[src/rtl/timer_pkg.sv]
// Shared definitions for the countdown timer peripheral: FSM states,
// register offsets within the window, CTRL bit positions and a byte-lane
// merge helper used for partial-word writes.
package timer_pkg;

    typedef enum logic [1:0] {
        IDLE = 2'd0,
        LOAD = 2'd1,
        CNT  = 2'd2,
        INT  = 2'd3
    } state_e;

    localparam logic [3:0] REG_CTRL   = 4'h0;
    localparam logic [3:0] REG_PRESET = 4'h4;
    localparam logic [3:0] REG_COUNT  = 4'h8;

    localparam int CTRL_EN      = 0;
    localparam int CTRL_MODE_LO = 1;
    localparam int CTRL_MODE_HI = 2;
    localparam int CTRL_IM      = 3;

    // Only mode 1 reloads; modes 0, 2 and 3 all act as one-shot.
    localparam logic [1:0] MODE_RELOAD = 2'd1;

    // Replace the bytes of old_val whose lane enable is set with new_val's.
    function automatic logic [31:0] byte_merge(input logic [31:0] old_val,
                                               input logic [31:0] new_val,
                                               input logic [3:0]  byteen);
        logic [31:0] merged;
        merged = old_val;
        for (int i = 0; i < 4; i++) begin
            if (byteen[i]) begin
                merged[i*8 +: 8] = new_val[i*8 +: 8];
            end
        end
        return merged;
    endfunction

endpackage

[src/rtl/timer_dev.sv]
// Memory-mapped countdown timer: CTRL / PRESET / COUNT registers in a
// 16-byte window, a four-state count FSM and an interrupt line that is
// acknowledged by any write to CTRL.
module timer_dev
    import timer_pkg::*;
#(
    parameter logic [31:0] BASE = 32'h0000_7F00
) (
    input  logic        clk,
    input  logic        reset,
    input  logic [31:0] addr,
    input  logic [31:0] wdata,
    input  logic [3:0]  byteen,
    output logic [31:0] rdata,
    output logic        irq
);

    state_e      state_q, state_d;
    logic [3:0]  ctrl_q, ctrl_d;
    logic [31:0] preset_q, preset_d;
    logic [31:0] count_q, count_d;
    logic        irq_flag_q, irq_flag_d;     // sticky one-shot flag
    logic        irq_pulse_q, irq_pulse_d;   // single-cycle auto-reload flag

    logic [31:0] offset;
    logic        hit;
    logic        ctrl_wr;
    logic        preset_wr;
    logic [3:0]  ctrl_new;
    logic        unused_addr_lo;

    // Byte offset inside the window; the low address bits are don't-care.
    assign offset         = {addr[31:2], 2'b00} - BASE;
    assign hit            = (offset[31:4] == 28'd0);
    assign ctrl_wr        = hit && (byteen != 4'b0000) && (offset[3:0] == REG_CTRL);
    assign preset_wr      = hit && (byteen != 4'b0000) && (offset[3:0] == REG_PRESET);
    assign unused_addr_lo = ^addr[1:0];

    // All implemented CTRL bits live in byte lane 0.
    assign ctrl_new = byteen[0] ? wdata[3:0] : ctrl_q;

    // Next-state: FSM step first, then CPU writes override EN/MODE/IM and ack the flag.
    always_comb begin
        state_d     = state_q;
        ctrl_d      = ctrl_q;
        preset_d    = preset_q;
        count_d     = count_q;
        irq_flag_d  = irq_flag_q;
        irq_pulse_d = 1'b0;

        case (state_q)
            IDLE: begin
                if (ctrl_q[CTRL_EN]) begin
                    state_d = LOAD;
                end
            end
            LOAD: begin
                count_d = preset_q;
                state_d = CNT;
            end
            CNT: begin
                if (!ctrl_q[CTRL_EN]) begin
                    state_d = IDLE;
                end else if (count_q > 32'd1) begin
                    count_d = count_q - 32'd1;
                end else begin
                    count_d = 32'd0;
                    state_d = INT;
                end
            end
            INT: begin
                if (ctrl_q[CTRL_MODE_HI:CTRL_MODE_LO] == MODE_RELOAD) begin
                    irq_pulse_d = 1'b1;
                end else begin
                    ctrl_d[CTRL_EN] = 1'b0;
                    irq_flag_d      = 1'b1;
                end
                state_d = IDLE;
            end
            default: state_d = IDLE;
        endcase

        if (ctrl_wr) begin
            ctrl_d      = ctrl_new;
            irq_flag_d  = 1'b0;
            irq_pulse_d = 1'b0;
        end

        if (preset_wr) begin
            preset_d = byte_merge(preset_q, wdata, byteen);
        end
    end

    // State registers with asynchronous active-low reset.
    always_ff @(posedge clk or negedge reset) begin
        if (!reset) begin
            state_q     <= IDLE;
            ctrl_q      <= 4'd0;
            preset_q    <= 32'd0;
            count_q     <= 32'd0;
            irq_flag_q  <= 1'b0;
            irq_pulse_q <= 1'b0;
        end else begin
            state_q     <= state_d;
            ctrl_q      <= ctrl_d;
            preset_q    <= preset_d;
            count_q     <= count_d;
            irq_flag_q  <= irq_flag_d;
            irq_pulse_q <= irq_pulse_d;
        end
    end

    // Zero-latency read mux; unmapped offsets read as zero.
    always_comb begin
        rdata = 32'd0;
        if (hit) begin
            case (offset[3:0])
                REG_CTRL:   rdata = {28'd0, ctrl_q};
                REG_PRESET: rdata = preset_q;
                REG_COUNT:  rdata = count_q;
                default:    rdata = 32'd0;
            endcase
        end
    end

    assign irq = ctrl_q[CTRL_IM] & (irq_flag_q | irq_pulse_q);

endmodule

[config.mk]
export PLATFORM = sky130hd
export DESIGN_NAME = timer_dev
export DESIGN_NICKNAME = d
export VERILOG_FILES = /design/src/rtl/timer_pkg.sv /design/src/rtl/timer_dev.sv
export SDC_FILE = /design/constraint.sdc
export NUM_CORES = 1
export LEC_CHECK = 0
export CAP_MARGIN = 25
export CORE_MARGIN = 1
export CORE_UTILIZATION = 55
export CTS_CLUSTER_DIAMETER = 30
export CTS_CLUSTER_SIZE = 20
export DETAILED_ROUTE_END_ITERATION = 12
export GPL_TIMING_DRIVEN = 1
export PLACE_DENSITY_LB_ADDON = 0.2
export SETUP_SLACK_MARGIN = 0.02
export SYNTH_ARGS = -nofsm -noshare
export SYNTH_HDL_FRONTEND = slang
export SYNTH_SLANG_ARGS = --single-unit
[constraint.sdc]
create_clock -name clk -period 3.5 [get_ports clk]
set_clock_uncertainty 0.1 [all_clocks]
set_input_delay 0.7 -clock clk [delete_from_list [all_inputs] [get_ports clk]]
set_output_delay 0.7 -clock clk [all_outputs]
set_load 0.01 [all_outputs]
After elaboration in Yosys (flattened, before gate mapping)
Cells that the tools add are included.
{ "word_totals": {"regBits": 72, "out_inout_bits": 33, "wordCells": 63} }
{ "op_classes": {"reduce_logical": 18, "addsub": 2, "order_cmp": 1, "bitwise": 2, "mux": 19, "n_eq_ne": 11} }
{ "ops": {"columns": ["cell", "count"], "rows": [
  ["$mux 32", 3],
  ["$pmux 32 s3", 1],
  ["$pmux 32 s2", 1],
  ["$gt 32x1->1 const B", 1],
  ["$sub 32x1->32 const B", 1],
  ["$sub 32x15->32 const B", 1],
  ["$logic_not 28->1", 1],
  ["$reduce_and 2->1", 8],
  ["$mux 1", 10],
  ["$ne 2x2->1 const B", 4],
  ["$pmux 2 s4", 1],
  ["$mux 2", 3],
  ["$eq 2x1->1 const B", 2],
  ["$eq 2x2->1 const B", 2],
  ["$eq 4x3->1 const B", 1],
  ["$eq 4x4->1 const B", 1],
  ["$logic_not 4->1", 1],
  ["$reduce_bool 2->1", 2],
  ["$reduce_bool 4->1", 1],
  ["$logic_and 1x1->1", 3],
  ["$ne 3x3->1 const B", 1],
  ["$reduce_and 3->1", 1],
  ["$logic_not 2->1", 1],
  ["$and 1x1->1", 1],
  ["$or 1x1->1", 1]
]} }

Logic depth before layout (Yosys ltp)
{ "logic_depth": {"depth_word": 6, "ltp_mapped": 8} }

Worst setup path before layout
Ideal clock, no wire load.
{ "synth_timing": {"path_type": "input port to output port", "from": "input port addr[15]", "to": "output port rdata[10]", "path_slack_ns": 0.653, "required_ns": 2.700, "arrival_time_ns": 2.047, "cell_stages": 6, "cell_sequence": "nor4b_1 -> nand4_1 -> or3_1 -> clkbuf_1 -> clkbuf_1 -> nor2_1"} }
{ "synth_via": {"elab_chain_cells": 3} }
{ "synth_lines": {"columns": ["item", "line", "text"], "rows": [
  ["from (decl)", "timer_dev.sv:11", "input logic [31:0] addr,"],
  ["$sub 32x15->32", "timer_dev.sv:33", "assign offset = {addr[31:2], 2'b00} - BASE;"],
  ["$logic_not 28->1", "timer_dev.sv:34", "assign hit = (offset[31:4] == 28'd0);"],
  ["$mux 32", "timer_dev.sv:116", "if (hit) begin"],
  ["to (decl)", "timer_dev.sv:14", "output logic [31:0] rdata,"]
]} }
No other way between the ends.

Worst setup path in the final report
{ "layout_timing": {"from": "input port addr[6]", "to": "output port rdata[21]"} }
Same word-level chain as after synthesis.

==> key figures <==
Synth
  – Synthesized area: about 0.0044 sq mm
  – Seq/Total Area, Yosys: 40.7%
  – Adder-cell share of the synthesized area: less than 1%
  – Gate Count Post-Synth: ~470
  – Yosys warnings: 0
  – Post-synthesis xor/xnor area fraction: 0%
  – Distinct cells, synth: 57
  – Synthesis-stage register bit count: between 70 and 80
  – Area share of and/or/nand/nor cells after synthesis: between 20% and 30%
  – Most common cell in the netlist: dfrtp_1
  – Top FF cell, synth: dfrtp_1
  – Largest family of logic cells by synthesized area: simple AND/OR/NAND/NOR gates
  – Mux share of post-synthesis cell area: roughly 9.8%
  – Top-area cell type share of the netlist area: roughly two fifths
  – Syn Nets: 540
  – Number of synthesized flops with an enable pin: 0
  – Syn Area/Cell: 9.46 sq um
  – Compound-Gate Fraction of Synth Area: 21.3%
  – Top post-synthesis cells by area: dfrtp_1, a22oi_1, mux2_1
  – Yosys top cell by area: dfrtp_1
  – Post-synth top cells: dfrtp_1, nor2_1, a22oi_1, nand2_1, clkbuf_1
  – Async S/R FF share, synth: 100%

Power and ir drop
  – Gate power share: 7.5%
  – Pwr Density: slightly above 300 mW/mm^2
  – Leak Pwr: between 2 and 3 nW
  – Worst-case vdd ir drop: around 0.22 mV
  – Seq pwr share: 46.3%
  – Clock power frac: a little under half
  – Sw Ratio: between 20% and 30%
  – Int Pwr: about 0.0014 W
  – NetSw: roughly 0.00037 W

Layout
  – Post-layout util: 74.8%
  – Final instance area: roughly 0.0058 sq mm
  – Layout area overhead: 31.1%
  – Area of the multi-input gates: between 0.002 and 0.003 sq mm
  – Fill cell count: between 500 and 600
  – Diodes inserted: 0
  – Final net count: between 600 and 700
  – Fraction of final layout cells with drive strength greater than 1: about 17%
  – Register area: 0.00180 sq mm

Detailed routing
  – Max Used Layer: met4
  – DR WL met2: between 6 and 7 mm
  – M1 WL: 5.17 mm
  – Drc violations: 0
  – Drt first pass iters: 5
  – Vias post-DR: between 4000 and 5000
  – Met3 WL: around 930 um
  – WL/cell: ~19 um
  – Routed Antenna Nets: 0
  – Via/cell ratio: roughly 6.5
  – Total wire length: roughly 13 mm
  – Drt initial violations: 308

Placed design
  – Routability cong.: about 0.92
  – Port Buffers: 100
  – Placed inst area: between 0.005 and 0.006 sq mm
  – DP HPWL: ~8.8 mm

Clock network
  – Worst-Skew Late Latency: 0.36 ns
  – TritonCTS Buffers: 9
  – CTS clk-pin slew, worst paths: roughly 0.080 ns
  – Post-CTS setup buffers: 0
  – TritonCTS clock tree: yes
  – Clock buffer depth: 2
  – Sink Count: 72
  – Max H-tree Level: 3
  – CTS root buf: clkbuf_8

Floorplanning
  – Die height: 91.7 um
  – Die Wd: approximately 90 um
  – Die footprint: roughly 0.0084 sq mm
  – Core ar.: slightly below 0.008 sq mm
  – Floorplan row count: 32
  – Initial Util: 57.0%
  – Ports: 103

Setup path
  – CP max stage delay: ~0.44 ns
  – Crit path max fanout: 18
  – CP Buf/Inv Count: 3
  – Crit path max-delay family: simple AND/OR/NAND/NOR gates
  – Arrival @ worst endpoint: between 2 and 3 ns
  – Crit path launch type: input port
  – Element type at the critical path end: output pin
  – Critical path class: in -> out
  – Crit-path cells: clkdlybuf4s50_1 > nor4_2 > nand4_1 > or3_4 > buf_6 > nor2_1 > clkdlybuf4s15_1
  – Crit path max-delay cell type: clkdlybuf4s50_1
  – Crit path required time: 2.70 ns

STA
  – Relative slew slack: 52.0%
  – Slew @ Worst Pin: between 0.7 and 0.8 ns
  – Fmax: roughly 290 MHz
  – Final hold vios: 0
  – Crit share post-route: between 90% and 100%
  – # setup viols final: 0
  – Max Slew Vio Count: 0
  – Minimum clock period: approximately 3.4 ns

GRT
  – Largest net degree at the start of global routing: 60
  – First-pass GRT wire length: between 20 and 25 mm
  – Overflow after GRT: 0
  – Initial antenna violation count: 0
  – GRT Util Overall: 31.6%
  – Vias in the first global route: 4308

Hold path
  – Worst Hold Class: in -> async

Status
  – Status: finished, final reports clean

Job
  – Max-cap violations: 0
[layout by cell type, fill, tap and decap left out, types with 5 or more instances in the layout]
cell type,count
a21oi_1,10
a221o_1,7
a22o_1,7
a22oi_1,35
buf_4,15
clkbuf_2,21
clkbuf_8,11
clkdlybuf4s50_1,67
dfrtp_1,72
dlygate4sd2_1,8
inv_1,6
mux2_1,22
mux2_2,13
nand2_1,34
nand3_1,10
nor2_1,52
nor3_1,17
nor4_1,16
o21ai_0,6
o2bb2ai_1,5
o31ai_1,22
o41ai_1,6
or3_1,9
or4_1,6
[final cells by class]
class | count | share of cell area (%)
Tap cell | 102 | 2.20
Inverter | 7 | 0.452
Timing Repair Buffer | 121 | 18.9
Clock inverter | 5 | 1.77
Multi-Input combinational cell | 353 | 43.1
Clock buffer | 11 | 2.61
Sequential cell | 72 | 31.0
[stage by stage]
step,setup WS (ns),power [W],hold slack [ns],std cells,setup TNS [ns]
6_report,0.109,0.00180,0.289,671,0
5_1_grt,-0.00366,0.00184,0.338,671,-0.00410
4_1_cts,0.0625,0.00180,0.315,670,0
3_5_place_dp,-0.273,0.000980,0.410,654,-7.77
3_3_place_gp,-0.258,0.000978,0.388,654,-7.41
2_1_floorplan,0.653,0.000866,0.304,468,0
[logic make-up (layout without fill, tap and decap cells)]
group / count (synthesis) / after routing
DFF: 72 / 72
buffers and inverters: 43 / 144
and+or+nand+nor: 189 / 189
muxes: 39 / 39
AOI/OAI and AO/OA: 123 / 123
adders and majority gates: 2 / 2
[flip-flops by register name, indices dropped and copies added, names as in the netlist]
signal,count
count_q,32
state_q,2
preset_q,32
irq_flag_q,1
irq_pulse_q,1
ctrl_q,4
[worst paths after layout]
kind,from,end,slack [ns],depth (start not counted)
worst max-delay path,addr[6],rdata[21],0.11,7
worst min-delay path,reset,preset_q[4]$_DFFE_PN0P_,0.29,1
worst max register to register,count_q[8]$_DFFE_PN0P_,count_q[22]$_DFFE_PN0P_,0.79,6
worst min register to register,irq_flag_q$_DFFE_PN0P_,irq_flag_q$_DFFE_PN0P_,0.42,2
max in group asynchronous,reset,preset_q[13]$_DFFE_PN0P_,2.32,2
min in group clk,irq_flag_q$_DFFE_PN0P_,irq_flag_q$_DFFE_PN0P_,0.42,2
[repair_timing]
action                                  4_1_cts  5_1_grt
gates resized for setup                      37       47
pin swaps                                     1        3
hold buffers                                  0        0
endpoints found under the setup margin       32       32
[power by group through the flow]
stage	clock, W	sequential (W)	combinational (W)
finish	0.000830	0.000831	0.000134
global route	0.000869	0.000831	0.000144
detailed placement	0	0.000848	0.000133
floorplan	0	0.000848	0.0000185
global placement	0	0.000848	0.000130
CTS	0.000839	0.000831	0.000135
[layer usage]
| layer | up-vias | GRT usage (%) |
|---|---|---|
| li1 | 2004 | - |
| met1 | 2098 | 41.9 |
| met2 | 215 | 51.6 |
| met3 | 29 | 4.73 |
| met4 | 0 | 13.5 |
| met5 | - | 0 |
Note: power is estimated with default switching activity, not from simulation.
